## src/rtl/io_serdes_rx_align.sv

```systemverilog
// rtl/io_serdes_rx_align.sv - multi-lane serial deserializer with training-pattern frame alignment and word FIFO
module io_serdes_rx_align #(
  parameter int unsigned           pLANES         = 12,
  parameter int unsigned           pCLK_RATIO     = 4,
  parameter int unsigned           pFIFO_DEPTH    = 4,
  parameter logic [pCLK_RATIO-1:0] pTRAIN_PATTERN = 4'b0001,
  parameter int unsigned           pLOCK_COUNT    = 8
) (
  input  logic                               ioclk,
  input  logic                               io_rst,
  input  logic                               rx_en,
  input  logic [pLANES-1:0]                  serial_rxd,
  output logic [pLANES*pCLK_RATIO-1:0]       word_data,
  output logic                               word_valid,
  input  logic                               word_ready,
  output logic                               locked,
  output logic [$clog2(pCLK_RATIO)-1:0]      align_phase,
  output logic                               overflow,
  output logic [$clog2(pFIFO_DEPTH):0]       fifo_level
);

  localparam int unsigned WW = pLANES * pCLK_RATIO;
  localparam int unsigned PW = $clog2(pCLK_RATIO);
  localparam int unsigned AW = $clog2(pFIFO_DEPTH);
  localparam int unsigned LW = AW + 1;
  localparam int unsigned CW = $clog2(pLOCK_COUNT + 1);
  localparam logic [LW-1:0] FULL_LVL = LW'(pFIFO_DEPTH);
  localparam logic [CW-1:0] LOCK_CNT = CW'(pLOCK_COUNT);

  typedef enum logic [1:0] {ST_IDLE, ST_HUNT, ST_VERIFY, ST_LOCKED} state_t;

  state_t          state_q, state_d;
  logic [WW-1:0]   sr_q;
  logic [PW-1:0]   ph_q;
  logic [PW-1:0]   align_q, align_d;
  logic [CW-1:0]   cnt_q, cnt_d;
  logic            push_q, push_d;
  logic [WW-1:0]   word_q;
  logic [WW-1:0]   mem_q [pFIFO_DEPTH];
  logic [AW-1:0]   wr_ptr_q, rd_ptr_q;
  logic [LW-1:0]   lvl_q;
  logic            ovf_q;
  logic            lane0_match, all_match, boundary;
  logic            pop, full, wr_en;

  assign lane0_match = (sr_q[pCLK_RATIO-1:0] == pTRAIN_PATTERN);
  assign boundary    = (ph_q == align_q);

  // Every lane currently holds the training/idle symbol
  always_comb begin
    all_match = 1'b1;
    for (int i = 0; i < int'(pLANES); i++) begin
      if (sr_q[i*pCLK_RATIO +: pCLK_RATIO] != pTRAIN_PATTERN) all_match = 1'b0;
    end
  end

  // Per-lane shift registers (newest bit at MSB) and free-running frame phase
  always_ff @(posedge ioclk) begin
    if (io_rst) begin
      sr_q <= '0;
      ph_q <= '0;
    end else if (rx_en) begin
      for (int i = 0; i < int'(pLANES); i++) begin
        sr_q[i*pCLK_RATIO +: pCLK_RATIO] <= {serial_rxd[i], sr_q[i*pCLK_RATIO+1 +: pCLK_RATIO-1]};
      end
      ph_q <= ph_q + 1'b1;
    end else begin
      ph_q <= '0;
    end
  end

  // Alignment FSM next state; also decides whether this boundary yields a data word
  always_comb begin
    state_d = state_q;
    align_d = align_q;
    cnt_d   = cnt_q;
    push_d  = 1'b0;
    case (state_q)
      ST_IDLE: state_d = ST_HUNT;
      ST_HUNT: begin
        if (lane0_match) begin
          align_d = ph_q;
          cnt_d   = CW'(1);
          state_d = ST_VERIFY;
        end
      end
      ST_VERIFY: begin
        if (boundary) begin
          if (all_match) begin
            cnt_d = cnt_q + 1'b1;
            if (cnt_q + 1'b1 >= LOCK_CNT) state_d = ST_LOCKED;
          end else begin
            cnt_d   = '0;
            state_d = ST_HUNT;
          end
        end
      end
      ST_LOCKED: push_d = boundary && !all_match;
      default:   state_d = ST_IDLE;
    endcase
    if (!rx_en) begin
      state_d = ST_IDLE;
      align_d = '0;
      cnt_d   = '0;
      push_d  = 1'b0;
    end
  end

  // FSM registers plus one-stage holding register for the assembled word
  always_ff @(posedge ioclk) begin
    if (io_rst) begin
      state_q <= ST_IDLE;
      align_q <= '0;
      cnt_q   <= '0;
      push_q  <= 1'b0;
      word_q  <= '0;
    end else begin
      state_q <= state_d;
      align_q <= align_d;
      cnt_q   <= cnt_d;
      push_q  <= push_d;
      if (push_d) word_q <= sr_q;
    end
  end

  assign pop   = (lvl_q != '0) && word_ready;
  assign full  = (lvl_q == FULL_LVL);
  assign wr_en = push_q && (!full || pop);

  // Show-ahead word FIFO; a push into a full FIFO without a pop is dropped and flagged
  always_ff @(posedge ioclk) begin
    if (io_rst) begin
      wr_ptr_q <= '0;
      rd_ptr_q <= '0;
      lvl_q    <= '0;
      ovf_q    <= 1'b0;
      for (int i = 0; i < int'(pFIFO_DEPTH); i++) mem_q[i] <= '0;
    end else if (!rx_en) begin
      wr_ptr_q <= '0;
      rd_ptr_q <= '0;
      lvl_q    <= '0;
      ovf_q    <= 1'b0;
    end else begin
      if (wr_en) begin
        mem_q[wr_ptr_q] <= word_q;
        wr_ptr_q        <= wr_ptr_q + 1'b1;
      end
      if (pop) rd_ptr_q <= rd_ptr_q + 1'b1;
      if (push_q && !wr_en) ovf_q <= 1'b1;
      case ({wr_en, pop})
        2'b10:   lvl_q <= lvl_q + 1'b1;
        2'b01:   lvl_q <= lvl_q - 1'b1;
        default: lvl_q <= lvl_q;
      endcase
    end
  end

  assign word_data   = mem_q[rd_ptr_q];
  assign word_valid  = (lvl_q != '0);
  assign locked      = (state_q == ST_LOCKED);
  assign align_phase = align_q;
  assign overflow    = ovf_q;
  assign fifo_level  = lvl_q;

endmodule

```

## config.mk

```make
export PLATFORM = sky130hd
export DESIGN_NAME = io_serdes_rx_align
export DESIGN_NICKNAME = d
export VERILOG_FILES = /design/src/rtl/io_serdes_rx_align.sv
export SDC_FILE = /design/constraint.sdc
export NUM_CORES = 1
export LEC_CHECK = 0
export CORE_MARGIN = 8
export CORE_UTILIZATION = 60
export DETAILED_ROUTE_END_ITERATION = 16
export DONT_BUFFER_PORTS = 1
export GPL_ROUTABILITY_DRIVEN = 0
export GPL_TIMING_DRIVEN = 0
export PLACE_DENSITY = 0.76
export SYNTH_ARGS = -nofsm -noshare
export SYNTH_HDL_FRONTEND = slang
export SYNTH_SLANG_ARGS = --single-unit
```

## constraint.sdc

```tcl
create_clock -name ioclk -period 6.9 [get_ports ioclk]
set_input_delay 1.725 -clock ioclk [delete_from_list [all_inputs] [get_ports ioclk]]
set_output_delay 1.725 -clock ioclk [all_outputs]
set_load 0.05 [all_outputs]
```

* Word-level counts from Yosys, hierarchy flattened
Memories as Yosys holds them, arrays and structs flattened. A register that Yosys moved wholly into a read port is not among the register bits.
Index checks and enable logic that the tools add are counted.
** Cells by class
- $add $sub $neg :: 6
- Multiply operators :: 0
- Div/mod/pow operators :: 0
- Order comparisons :: 1
- Eq/ne operators :: 23
- Shift operators :: 0
- Mux-type cells :: 35
- Bitwise logic cells :: 1
- Reductions and logical operators :: 18
** Operators with widths (count)
- two-way mux 48 bit :: 1
- inequality test 4 x 1 -> 1 bit (second input constant) :: 12
- OR reduction 48 bit :: 1
- two-way mux 1 bit :: 21
- two-way mux 2 bit :: 7
- two-way mux 4 bit :: 3
- one-hot mux 4 bit (2 select lines) :: 1
- adder 2 x 1 -> 2 bit (second input constant) :: 3
- == test 2 bit (second input constant) :: 3
- one-hot mux 2 bit (3 select lines) :: 1
- one-hot mux 3 bit (2 select lines) :: 1
- nonzero test 3 bit :: 2
- adder 4 x 1 -> 4 bit (second input constant) :: 1
- == test 2 x 1 -> 1 bit (second input constant) :: 2
- == test 4 x 1 -> 1 bit (second input constant) :: 1
- greater-or-equal comparator 4 bit (second input constant) :: 1
- logical AND 1 bit :: 4
- inequality test 2 bit (second input constant) :: 2
- AND reduction 4 bit :: 1
- nonzero test 2 bit :: 2
- adder 3 x 1 -> 3 bit (second input constant) :: 1
- == test 3 bit (second input constant) :: 1
- zero test 1 bit :: 3
- inequality test 3 bit (second input constant) :: 1
- other kinds (8) :: 8
** Storage, ports and cells
- Register bits after elaboration :: 115
- Latch bits :: 0
- RAM bits :: 192
- Memory bits (read-only) :: 0
- Input bits :: 16
- Output and inout bits :: 56
- Logic and storage cells :: 96
- Memories kept :: 1
** Memory list
- mem_q :: words 4, bits a word 48, read ports 1, clocked after memory_dff 1, write ports 4, RTL line 39 : logic [WW-1:0] mem_q [pFIFO_DEPTH];

* Longest topological paths before layout
Gate-level depths: netlist of run 1.
- Depth in word-level cells :: 17
- Gate-level depth with buffers :: 11
- Gate-level depth less buffers :: 9

* Least setup slack after synthesis of run 1
Ideal clock, no wire load.
- Kind :: input -> register
- From :: input port rx_en
- To :: memory mem_q[1][0] in the netlist's numbering, enable pin
- Setup time :: 0.408 ns
- Arrival time :: 4.027 ns
- Required time :: 6.492 ns
- Path slack :: 2.464 ns
- Stages :: 7
- Path buffers :: 3
- Cells stage by stage :: buf_2 > nor2b_1 > clkbuf_1 > nand2_1 > nor3b_1 > clkbuf_1 > or2_1
** RTL lines
- from (decl) :: RTL line 11 : input logic rx_en,
- to (decl) :: RTL line 39

==> summary.txt, run 1 <==
GLOBAL ROUTING
-------------------------------------------------------------------------------------------------
Maximum number of pins on one net before global-route repair                                   34
Number of antenna violations at the first check in global routing                               0
Global-route wire length before repair                                                  39,800 um
Via count of the first global-routing pass                                                  6,997
Aggregate global routing overflow                                                               0
Overall track demand over capacity in global routing                                        0.195

STA
-------------------------------------------------------------------------------------------------
Total of endpoints with negative setup slack in the final report                                0
Max frequency                                                                             224 MHz
Worst max-slew margin expressed relative to the limit                                       0.391
Ratio of final minimum period to clock period                                               0.648
Post-Route Setup TNS                                                                         0 ns
Final hold violations                                                                           0
Setup Skew                                                                              0.0104 ns
Slew at the pin with the worst max-slew slack                                            0.914 ns
RSZ-0062 raised after global routing                                                        false
Number of max-slew violations in the final report                                               0
Minimum clock period after layout                                                         4.47 ns
Worst Setup Slack, final                                                                  2.43 ns

PLACE
-------------------------------------------------------------------------------------------------
Cell count after placement                                                                  1,199
Placement Setup Slack                                                                     1.88 ns
DPL Wire Length                                                                         16,700 um
Total of buffers placed on input and output ports                                               0

POWER
-------------------------------------------------------------------------------------------------
Portion of total power attributed to the clock network                                      0.417
Logic pwr share                                                                             0.038
Power Density                                                                          263 mW/mm2
Net switching component of the power                                                       783 uW
Leakage power                                                                          0.00564 uW
Internal power                                                                            2930 uW
Proportion of power drawn by flip-flops and latches                                         0.545
Total chip power                                                                          3710 uW
Maximum ir drop on the vdd rail                                                        0.000169 V
Fraction of power spent switching nets                                                      0.211

RUN
-------------------------------------------------------------------------------------------------
Count of max-cap constraint violations                                                          0

FINAL LAYOUT
-------------------------------------------------------------------------------------------------
Layout fillers                                                                              1,554
Filler-free cell count of the finished design                                               1,255
Sequential cell area                                                                  0.00811 mm2
Antenna diodes                                                                                  0
Most common cell after layout, fill and taps aside                                   sky130_fd_sc_hd__edfxtp_1
Commonest non-fill, non-tap cells in the layout                                      sky130_fd_sc_hd__edfxtp_1, sky130_fd_sc_hd__and2_1, sky130_fd_sc_hd__dfxtp_1
Footprint of the multi-input gates                                                    0.00437 mm2
Proportion of layout cells with a drive suffix above 1                                      0.115
Utilization of the core after routing                                                       0.674
Net total in the final layout                                                                 979
Layout Area Growth over Synthesis                                                           10.7%

DIE
-------------------------------------------------------------------------------------------------
Core ar.                                                                               0.0210 mm2
Area of the die                                                                        0.0262 mm2
Count of pins on the block boundary                                                            72
Core Rows                                                                                      53
Die span in x                                                                              162 um
Starting Density                                                                            0.609
Die Ht                                                                                     162 um

SYNTHESIS
-------------------------------------------------------------------------------------------------
Netlist area before placement                                                          0.0128 mm2
Main synth FF type                                                                   sky130_fd_sc_hd__edfxtp_1
Async set or reset register ratio after synthesis                                               0
Post-synthesis sequential area ratio                                                        0.635
Yosys reg bits                                                                                309
Number of cells produced by synthesis                                                         920
Yosys warnings                                                                                  0
Number of enable-type register cells in the synthesized netlist                               192
Number of distinct library cell variants in the gate-level netlist after synthesis             44
Synthesized netlist net count                                                                 943
Mean area per synthesized cell                                                           13.9 um2

CLOCK NETWORK
-------------------------------------------------------------------------------------------------
Clock tree from TritonCTS                                                                    done
Clk root buf                                                                         sky130_fd_sc_hd__clkbuf_16
Post-CTS Repair Setup Buffers                                                                   0
Maximum clock insertion buffer count                                                            3
Number of hold buffers added after CTS                                                          0
CTS Buf Count                                                                                  30
Reg clk slew, reported paths                                                              0.06 ns
Deepest level of the CTS H-tree                                                                 1
Clock sink count                                                                              309
# resized after CTS                                                                             0
Clock insertion delay at the later pin of the skew report                                 0.55 ns

ROUTE
-------------------------------------------------------------------------------------------------
Total wire length after detailed routing                                                25,600 um
Average wire per standard cell                                                            20.4 um
Mean number of vias per cell                                                                 5.69
Router iterations before antenna repair                                                         5
Post-route DRC violation count                                                                  0
Antenna-violating nets left                                                                     0
Via count of the routed design                                                              7,140
Detailed router's first-iteration violation count                                             474

HOLD PATH
-------------------------------------------------------------------------------------------------
Classification of the worst-slack hold path                                          register to register

SETUP PATH
-------------------------------------------------------------------------------------------------
Register-to-Register Path Depth                                                                 8
Critical setup path kind                                                             register to output port
Sort of element at the start of the critical path                                        register
Launching point of the worst reg2reg path                                            fifo_level[0]
Combined buffer and inverter count along the critical path                                      2
Cell with the largest stage delay on the worst path                                  sky130_fd_sc_hd__mux4_2
Worst stage delay on the critical path                                                    0.74 ns
Worst EP arrival                                                                          2.75 ns
Total number of cells along the worst setup path                                                3
CP top delay family                                                                  buffers and inverters
Critical-path cell list                                                              buf_1 > buf_2 > mux4_2
Kind of capture point of the worst setup path                                         output port
R2r setup slk                                                                             3.13 ns
Worst r2r dst                                                                        mem_q[2][23]
Endpoint of the worst setup timing path                                              word_data[46]
Maximum fanout count along the critical path                                                   10
Worst EP required                                                                         5.18 ns

OUTCOME
-------------------------------------------------------------------------------------------------
Status                                                                               finished, final reports clean

[worst min path at each step]
stage                     cells after the start  startpoint  slack [ns]  endpoint
after floorplan                               1     ph_q[0]        0.45   ph_q[0]
after detailed placement                      1     ph_q[0]        0.48   ph_q[0]
after global routing                          1     ph_q[0]        0.52   ph_q[0]
final                                         1     ph_q[0]        0.48   ph_q[0]
after global placement                        1     ph_q[0]        0.46   ph_q[0]
after CTS                                     1     ph_q[0]        0.49   ph_q[0]
[cell type report]
class | instances | share of cell area
flip-flops and latches | 309 | 0.574
repair buffers | 4 | 0.00567
well taps | 275 | 0.0244
clock inverters | 8 | 0.00283
multi-input cells | 542 | 0.309
clock buffers | 48 | 0.0637
inverters | 7 | 0.00186
plain buffers | 62 | 0.0181
[per-layer routing]
metal	track usage	up-vias	share of wire
li1	-	3385	-
met1	0.261	3533	0.43
met2	0.321	189	0.49
met3	0.0380	33	0.071
met4	0.0497	0	0.015
met5	0	-	0
[synth_stat cells (all sizes together) (7+ instances only)]
| library cell | number | share of area |
|---|---|---|
| mux2i | 98 | 0.077 |
| and2 | 145 | 0.071 |
| mux4 | 48 | 0.085 |
| nand2 | 10 | 0.0029 |
| and3 | 49 | 0.024 |
| clkbuf | 45 | 0.013 |
| nor4b | 11 | 0.0087 |
| nor2 | 113 | 0.033 |
| inv | 7 | 0.0021 |
| dfxtp | 117 | 0.18 |
| edfxtp | 192 | 0.45 |
| buf | 17 | 0.0068 |
[metrics by stage]
step                hold WS (ns)  instance area, um2
finish                     0.484               14100
global route               0.519               14100
CTS                        0.486               14100
detailed placement         0.476               13200
global placement           0.463               13100
floorplan                  0.447               12800
[power groups by stage]
stage / Clock (uW) / Sequential (uW) / Combinational (uW)
4_1_cts: 1560 / 2020 / 143
3_5_place_dp: 0 / 2060 / 143
5_1_grt: 1640 / 2030 / 151
2_1_floorplan: 0 / 2060 / 108
6_report: 1550 / 2020 / 142
3_3_place_gp: 0 / 2060 / 136
[cells by family (layout without fill, tap and decap cells)]
group           Yosys count  in the layout  synth area share
xor+xnor                  9              9           0.00618
fa+ha+maj                 7              7           0.00745
buf+inv                  69            129            0.0221
mux                     146            146             0.162
compound gates           19             19           0.00981
simple gates            361            361             0.157
flops                   309            309             0.635
[registers in the layout, indices dropped and copies added, names as in the netlist, named ones only]
signal / cells
fifo_level: 3
mem_q: 192
state_q: 2
wr_ptr_q: 2
ph_q: 2
align_phase: 2
cnt_q: 4
rd_ptr_q: 2
push_q: 1
overflow: 1
word_q: 48
sr_q: 48
Note: power is estimated with default switching activity, not from simulation.
==> inputs of run 2 (changes only) <==
Settings changed: CORE_UTILIZATION 60 to 57, PLACE_DENSITY 0.76 to 0.75.
Clock period 6.9 ns to 3.8 ns, I/O delays scaled along.
==> run 2 against run 1 <==
  * Register-to-register slack worse by 2.9 ns
  * Worst setup slack worse by 2.2 ns
  * First-iteration DRC count is 11% lower
  * Largest cell class unchanged
  * Hold slack hardly changed
  * Clock-buffer cell count stayed put
  * Combinational power is 82% higher
  * Non-clock buffer count stayed put
  * Clock skew is 0.0020 ns lower
  * Critical path depth is 5 higher
  * Design area is 0.58% higher
==> summary.txt, run 2 (synthesis results as in run 1) <==
STA
--------------------------------------------------------------------------------
Minimum clock period after layout                                        3.61 ns
Setup Skew                                                            0.00841 ns   -0.00202 ns
RSZ-0062 raised after global routing                                       false
Worst max-slew margin expressed relative to the limit                      0.384   -0.00635
Number of max-slew violations in the final report                              0   unchanged
Total of endpoints with negative setup slack in the final report               0   unchanged
Slew at the pin with the worst max-slew slack                           0.924 ns   +0.00952 ns
Ratio of final minimum period to clock period                              0.949
Post-Route Setup TNS                                                        0 ns   unchanged
Worst Setup Slack, final                                                0.194 ns   -2.23 ns
Final hold violations                                                          0   unchanged
Max frequency                                                            277 MHz

DIE
--------------------------------------------------------------------------------
Die span in x                                                             166 um   +2.3%
Count of pins on the block boundary                                           72   unchanged
Area of the die                                                       0.0274 mm2   +4.7%
Core ar.                                                              0.0219 mm2   +4.5%
Die Ht                                                                    166 um   +2.3%
Core Rows                                                                     54   +1.9%
Starting Density                                                           0.583   -0.0260

PLACE
--------------------------------------------------------------------------------
DPL Wire Length                                                        17,200 um   +3.2%
Placement Setup Slack                                                  -0.566 ns   -2.44 ns
Total of buffers placed on input and output ports                              0   unchanged

HOLD PATH
--------------------------------------------------------------------------------
Classification of the worst-slack hold path                         register to register
Worst Hold Depth                                                               1   unchanged

GLOBAL ROUTING
--------------------------------------------------------------------------------
Aggregate global routing overflow                                              0   unchanged
Overall track demand over capacity in global routing                       0.187   -0.00730
Via count of the first global-routing pass                                 7,388   +5.6%
Maximum number of pins on one net before global-route repair                  29   -15%
Number of antenna violations at the first check in global routing              0   unchanged
Global-route wire length before repair                                 41,600 um   +4.6%

ROUTE
--------------------------------------------------------------------------------
Post-route DRC violation count                                                 0   unchanged
Detailed router's first-iteration violation count                            423   -11%
Average wire per standard cell                                           20.9 um   +2.4%
Antenna-violating nets left                                                    0   unchanged
Mean number of vias per cell                                                5.75   +1.2%
Total wire length after detailed routing                               26,400 um   +2.8%
Router iterations before antenna repair                                        5   unchanged
Via count of the routed design                                             7,251   +1.6%

CLOCK NETWORK
--------------------------------------------------------------------------------
Reg clk slew, reported paths                                             0.06 ns   about the same
Clock tree from TritonCTS                                                   done
Maximum clock insertion buffer count                                           3   unchanged
Clock insertion delay at the later pin of the skew report                0.54 ns   about the same
Clock sink count                                                             309   unchanged
Clk root buf                                                        sky130_fd_sc_hd__clkbuf_16
CTS Buf Count                                                                 30   unchanged
Deepest level of the CTS H-tree                                                1   unchanged

SETUP PATH
--------------------------------------------------------------------------------
Kind of capture point of the worst setup path                           register
R2r setup slk                                                            0.19 ns   -2.94 ns
Worst EP arrival                                                         3.85 ns   +1.10 ns
Register-to-Register Path Depth                                                8   unchanged
Worst r2r dst                                                       mem_q[1][21]
Worst EP required                                                        4.04 ns   -1.14 ns
Maximum fanout count along the critical path                                  25   +15
Launching point of the worst reg2reg path                           fifo_level[1]
Critical Path Source                                                fifo_level[1]
Critical setup path kind                                            register to register
Sort of element at the start of the critical path                       register
Endpoint of the worst setup timing path                             mem_q[1][21]

FINAL LAYOUT
--------------------------------------------------------------------------------
Net total in the final layout                                                980   +0.10%
Proportion of layout cells with a drive suffix above 1                     0.126   +0.0102
Layout Area Growth over Synthesis                                          11.3%
Most common cell after layout, fill and taps aside                  sky130_fd_sc_hd__edfxtp_1
Number of flip-flops under the largest register name                         192   unchanged
Reg with most FFs                                                          mem_q
Layout fillers                                                             1,601   +3.0%
Sequential cell area                                                 0.00811 mm2   about the same
Utilization of the core after routing                                      0.649   -0.0251
Largest regs                                                        mem_q x192, sr_q x48, word_q x48
Commonest non-fill, non-tap cells in the layout                     sky130_fd_sc_hd__edfxtp_1, sky130_fd_sc_hd__and2_1, sky130_fd_sc_hd__dfxtp_1
Antenna diodes                                                                 0   unchanged
Footprint of the multi-input gates                                   0.00439 mm2   +0.43%

POWER
--------------------------------------------------------------------------------
Total chip power                                                         6880 uW   +85%
Leakage power                                                         0.00569 uW   +0.86%
Maximum ir drop on the vdd rail                                       0.000329 V   +94%
Power Density                                                         484 mW/mm2   +84%

OUTCOME
--------------------------------------------------------------------------------
Status                                                              finished, final reports clean

RUN
--------------------------------------------------------------------------------
Count of max-cap constraint violations                                         0   unchanged

## run 2: report_power, final
group          switching, uW  total (uW)  leakage, uW  internal, uW
clock network           1200        2950     0.000498          1740
registers               38.4        3670      0.00293          3640
logic                    190         259      0.00226          69.4
## run 2: worst min path at each step
stage | startpoint | endpoint | slack [ns]
finish | ph_q[0] | ph_q[0] | 0.48
floorplan | ph_q[0] | ph_q[0] | 0.45
global placement | ph_q[0] | ph_q[0] | 0.46
CTS | ph_q[0] | ph_q[0] | 0.49
global route | ph_q[0] | ph_q[0] | 0.52
detailed placement | ph_q[0] | ph_q[0] | 0.48
## run 2: metal layers
metal  part of all wire  wire length, um  GRT usage  up-vias
met5                  0                0          0        -
met4              0.014              376     0.0455        0
met3              0.065             1700     0.0379       34
met2               0.49            12900      0.315      187
met1               0.43            11400      0.245     3631
li1                   -                -          -     3399
## run 2: area by class of cell
class                   instances  area share
flip-flops and latches        309       0.571
repair buffers                  4     0.00564
clock buffers                  48      0.0659
well taps                     280      0.0247
inverters                       7     0.00185
clock inverters                 7     0.00405
multi-input cells             543       0.309
plain buffers                  62      0.0181
## run 2: critical path: stages, from the launching register on
cell and delay, ns:
sky130_fd_sc_hd__dfxtp_1 0.69, sky130_fd_sc_hd__nor4b_1 0.17, sky130_fd_sc_hd__nor2b_1 0.13, sky130_fd_sc_hd__clkbuf_1 0.38, sky130_fd_sc_hd__nand2_1 0.20, sky130_fd_sc_hd__nor3b_1 0.53
sky130_fd_sc_hd__clkbuf_1 0.41, sky130_fd_sc_hd__or2_4 0.49, sky130_fd_sc_hd__buf_12 0.26
## run 2: what timing repair did
action / in CTS / in global routing
resized for setup: 3 / 4
cloned: 0 / 1
pin swaps: 0 / 0
endpoints found under the setup margin: 68 / 64
hold buffers: 0 / 0
buffers inserted: 0 / 0
## run 2: metrics by stage
step	hold slack (ns)	cell area [um2]	cells
final	0.484	14200	1260
after global routing	0.524	14200	1260
after CTS	0.491	14200	1259
after detailed placement	0.478	13200	1204
after global placement	0.463	13100	1200
after floorplan	0.447	12800	920
==> inputs of run 3 (changes only) <==
Settings changed: ABC_AREA set to 1.
==> run 3 against run 2 <==
  * Combinational power increased by 27%
  * Via count rose by 31%
  * Sequential power up 1%
  * Global-route usage increased by 4.7 points
  * Sequential share of layout area shrank 1.0 points
  * Hold slack got worse by 0.069 ns
  * Largest power group unchanged
==> summary.txt, run 3 <==
DIE
-------------------------------------------------------------------------------------------------
Die span in x                                                                              164 um   -0.80%
Starting Density                                                                            0.578   -0.00488
Area of the die                                                                        0.0270 mm2   -1.6%
Core ar.                                                                               0.0217 mm2   -0.93%
Count of pins on the block boundary                                                            72   unchanged
Core Rows                                                                                      54   unchanged
Die Ht                                                                                     164 um   -0.80%

PLACE
-------------------------------------------------------------------------------------------------
Total of buffers placed on input and output ports                                               0   unchanged
DPL Wire Length                                                                         21,000 um   +22%
Cell area reported after detailed placement                                            0.0131 mm2   -0.90%
Cell count after placement                                                                  1,565   +30%

SYNTHESIS
-------------------------------------------------------------------------------------------------
Synthesized netlist net count                                                               1,300   +38%
Mean area per synthesized cell                                                           9.82 um2   -29%
Number of distinct library cell variants in the gate-level netlist after synthesis             29   -34%
Netlist area before placement                                                          0.0125 mm2   -1.8%
Yosys warnings                                                                                  0   unchanged
Number of cells produced by synthesis                                                       1,277   +39%
Post-synthesis sequential area ratio                                                        0.647   +0.0114
Yosys reg bits                                                                                309   unchanged
Async set or reset register ratio after synthesis                                               0   unchanged
Cell type contributing the most total cell area after synthesis                      sky130_fd_sc_hd__edfxtp_1
Most area-consuming cells after synthesis                                            sky130_fd_sc_hd__edfxtp_1, sky130_fd_sc_hd__dfxtp_1, sky130_fd_sc_hd__nor2_1
Main synth FF type                                                                   sky130_fd_sc_hd__edfxtp_1
Synth top area share                                                                        0.460   +0.00807
Most used standard cells in the synthesized netlist                                  sky130_fd_sc_hd__nor2_1, sky130_fd_sc_hd__o21ai_0, sky130_fd_sc_hd__edfxtp_1
Number of enable-type register cells in the synthesized netlist                               192   unchanged
Dominant cell by count in the synthesized netlist                                    sky130_fd_sc_hd__nor2_1

SETUP PATH
-------------------------------------------------------------------------------------------------
Maximum fanout count along the critical path                                                   10   -60%
CP top delay family                                                                  buffers and inverters
Combined buffer and inverter count along the critical path                                      4   +1
Critical setup path kind                                                             register to output port
Most used cell, CP                                                                   sky130_fd_sc_hd__clkbuf_1
Worst stage delay on the critical path                                                    0.45 ns   -0.24 ns
Worst EP required                                                                         2.85 ns   -1.19 ns
Cell with the largest stage delay on the worst path                                  sky130_fd_sc_hd__clkbuf_1
Critical-path cell list                                                              clkbuf_1 > inv_1 > buf_2 > clkbuf_1 > nor2_1 > o22ai_4
R2r setup slk                                                                             0.71 ns   +0.52 ns
Worst EP arrival                                                                          2.74 ns   -1.11 ns
Sort of element at the start of the critical path                                        register
Kind of capture point of the worst setup path                                         output port

FINAL LAYOUT
-------------------------------------------------------------------------------------------------
Most common cell after layout, fill and taps aside                                   sky130_fd_sc_hd__nor2_1
Layout Area Growth over Synthesis                                                           15.3%
Largest regs                                                                         mem_q x192, sr_q x48, word_q x48
Utilization of the core after routing                                                       0.667   +0.0177
Filler-free cell count of the finished design                                               1,622   +29%
Commonest non-fill, non-tap cells in the layout                                      sky130_fd_sc_hd__nor2_1, sky130_fd_sc_hd__o21ai_0, sky130_fd_sc_hd__edfxtp_1
Layout fillers                                                                              1,644   +2.7%
Reg with most FFs                                                                           mem_q
Design Area, Final                                                                     0.0145 mm2   +1.8%
Proportion of layout cells with a drive suffix above 1                                      0.109   -0.0166
Net total in the final layout                                                               1,341   +37%
Number of flip-flops under the largest register name                                          192   unchanged

RUN
-------------------------------------------------------------------------------------------------
Count of max-cap constraint violations                                                          0   unchanged

CLOCK NETWORK
-------------------------------------------------------------------------------------------------
Clock insertion delay at the later pin of the skew report                                 0.55 ns   about the same
Clock sink count                                                                              309   unchanged
Post-CTS Repair Setup Buffers                                                                   0   unchanged
Deepest level of the CTS H-tree                                                                 1   unchanged
Clock tree from TritonCTS                                                                    done
CTS Buf Count                                                                                  31   +3.3%
Clk root buf                                                                         sky130_fd_sc_hd__clkbuf_16
Reg clk slew, reported paths                                                              0.06 ns   about the same
Number of hold buffers added after CTS                                                          0   unchanged
Maximum clock insertion buffer count                                                            3   unchanged

ROUTE
-------------------------------------------------------------------------------------------------
Detailed router's first-iteration violation count                                             989   +130%
Average wire per standard cell                                                            19.6 um   -6.3%
Mean number of vias per cell                                                                 5.84   +1.4%
Total wire length after detailed routing                                                31,800 um   +21%
Via count of the routed design                                                              9,467   +31%
Router iterations before antenna repair                                                         5   unchanged
Post-route DRC violation count                                                                  0   unchanged
Antenna-violating nets left                                                                     0   unchanged

POWER
-------------------------------------------------------------------------------------------------
Leakage power                                                                          0.00496 uW   -13%
Power Density                                                                          473 mW/mm2   -2.3%
Maximum ir drop on the vdd rail                                                        0.000327 V   -0.50%

GLOBAL ROUTING
-------------------------------------------------------------------------------------------------
Maximum number of pins on one net before global-route repair                                   34   +17%
Global-route wire length before repair                                                  49,500 um   +19%
Number of antenna violations at the first check in global routing                               1   +1
Overall track demand over capacity in global routing                                        0.234   +0.0469
Via count of the first global-routing pass                                                  8,967   +21%
Aggregate global routing overflow                                                               0   unchanged

STA
-------------------------------------------------------------------------------------------------
RSZ-0062 raised after global routing                                                        false
Slew at the pin with the worst max-slew slack                                            0.880 ns   -0.0438 ns
Max frequency                                                                             271 MHz   -2.4%
Total of endpoints with negative setup slack in the final report                                0   unchanged
Worst max-slew margin expressed relative to the limit                                       0.411   +0.0272
Minimum clock period after layout                                                         3.69 ns   +0.0887 ns
Setup Skew                                                                             0.00971 ns   +0.00130 ns
Worst Hold Slack                                                                         0.416 ns   -0.0688 ns
Post-Route Setup TNS                                                                         0 ns   unchanged
Final hold violations                                                                           0   unchanged
Ratio of final minimum period to clock period                                               0.972   +0.0233
Number of max-slew violations in the final report                                               0   unchanged

HOLD PATH
-------------------------------------------------------------------------------------------------
Classification of the worst-slack hold path                                          register to register

OUTCOME
-------------------------------------------------------------------------------------------------
Status                                                                               finished, final reports clean

run 3: repair_timing:
item	4_1_cts	5_1_grt
gates resized for setup	72	7
endpoints found under the hold margin	0	0
setup endpoints to repair	48	31
run 3: through the flow:
step	setup slack, ns	total power (uW)
CTS	0.000372	6860
floorplan	0.529	3990
finish	0.106	6840
global placement	-0.786	4070
global route	0.00113	7020
detailed placement	0.119	4090
run 3: cells by family (layout without fill, tap and decap cells):
group / Yosys count / after routing / synth area share
flops: 309 / 309 / 0.647
buf+inv: 178 / 242 / 0.0617
fa+ha+maj: 7 / 7 / 0.00759
xor+xnor: 1 / 1 / 0.000699
other cells: 0 / 1 / 0
simple gates: 444 / 444 / 0.143
compound gates: 338 / 338 / 0.140
run 3: where the power goes:
group          internal, uW  switching [uW]
Combinational          84.6             246
Clock                  1590            1210
Sequential             3660            50.5
Total                  5340            1500
run 3: path summary, 6_finish.rpt:
kind	cells after the start	start	endpoint
worst max-delay path	6	register	word_data[23]
worst min-delay path	1	ph_q[0]	ph_q[0]
worst min register to register	1	ph_q[0]	ph_q[0]
worst max register to register	11	fifo_level[1]	mem_q[0][20]
run 3: metal layers:
| metal | GRT usage | vias to the layer above | routed length (um) |
|---|---|---|---|
| met2 | 0.378 | 446 | 15400 |
| met4 | 0.0719 | 2 | 748 |
| li1 | - | 4449 | - |
| met5 | 0 | - | 10 |
| met3 | 0.0421 | 59 | 2770 |
| met1 | 0.317 | 4511 | 12900 |
run 3: final cells by class:
class,instances,area (um2),share of cell area
inverter,91,342,0.0236
timing repair buffer,8,151,0.0105
buffer,87,440,0.0305
clock inverter,3,15.0,0.00104
tap,280,350,0.0242
clock buffer,53,901,0.0623
multi-input combinational,790,4150,0.287
antenna,1,2.50,0.000173
sequential,309,8110,0.561
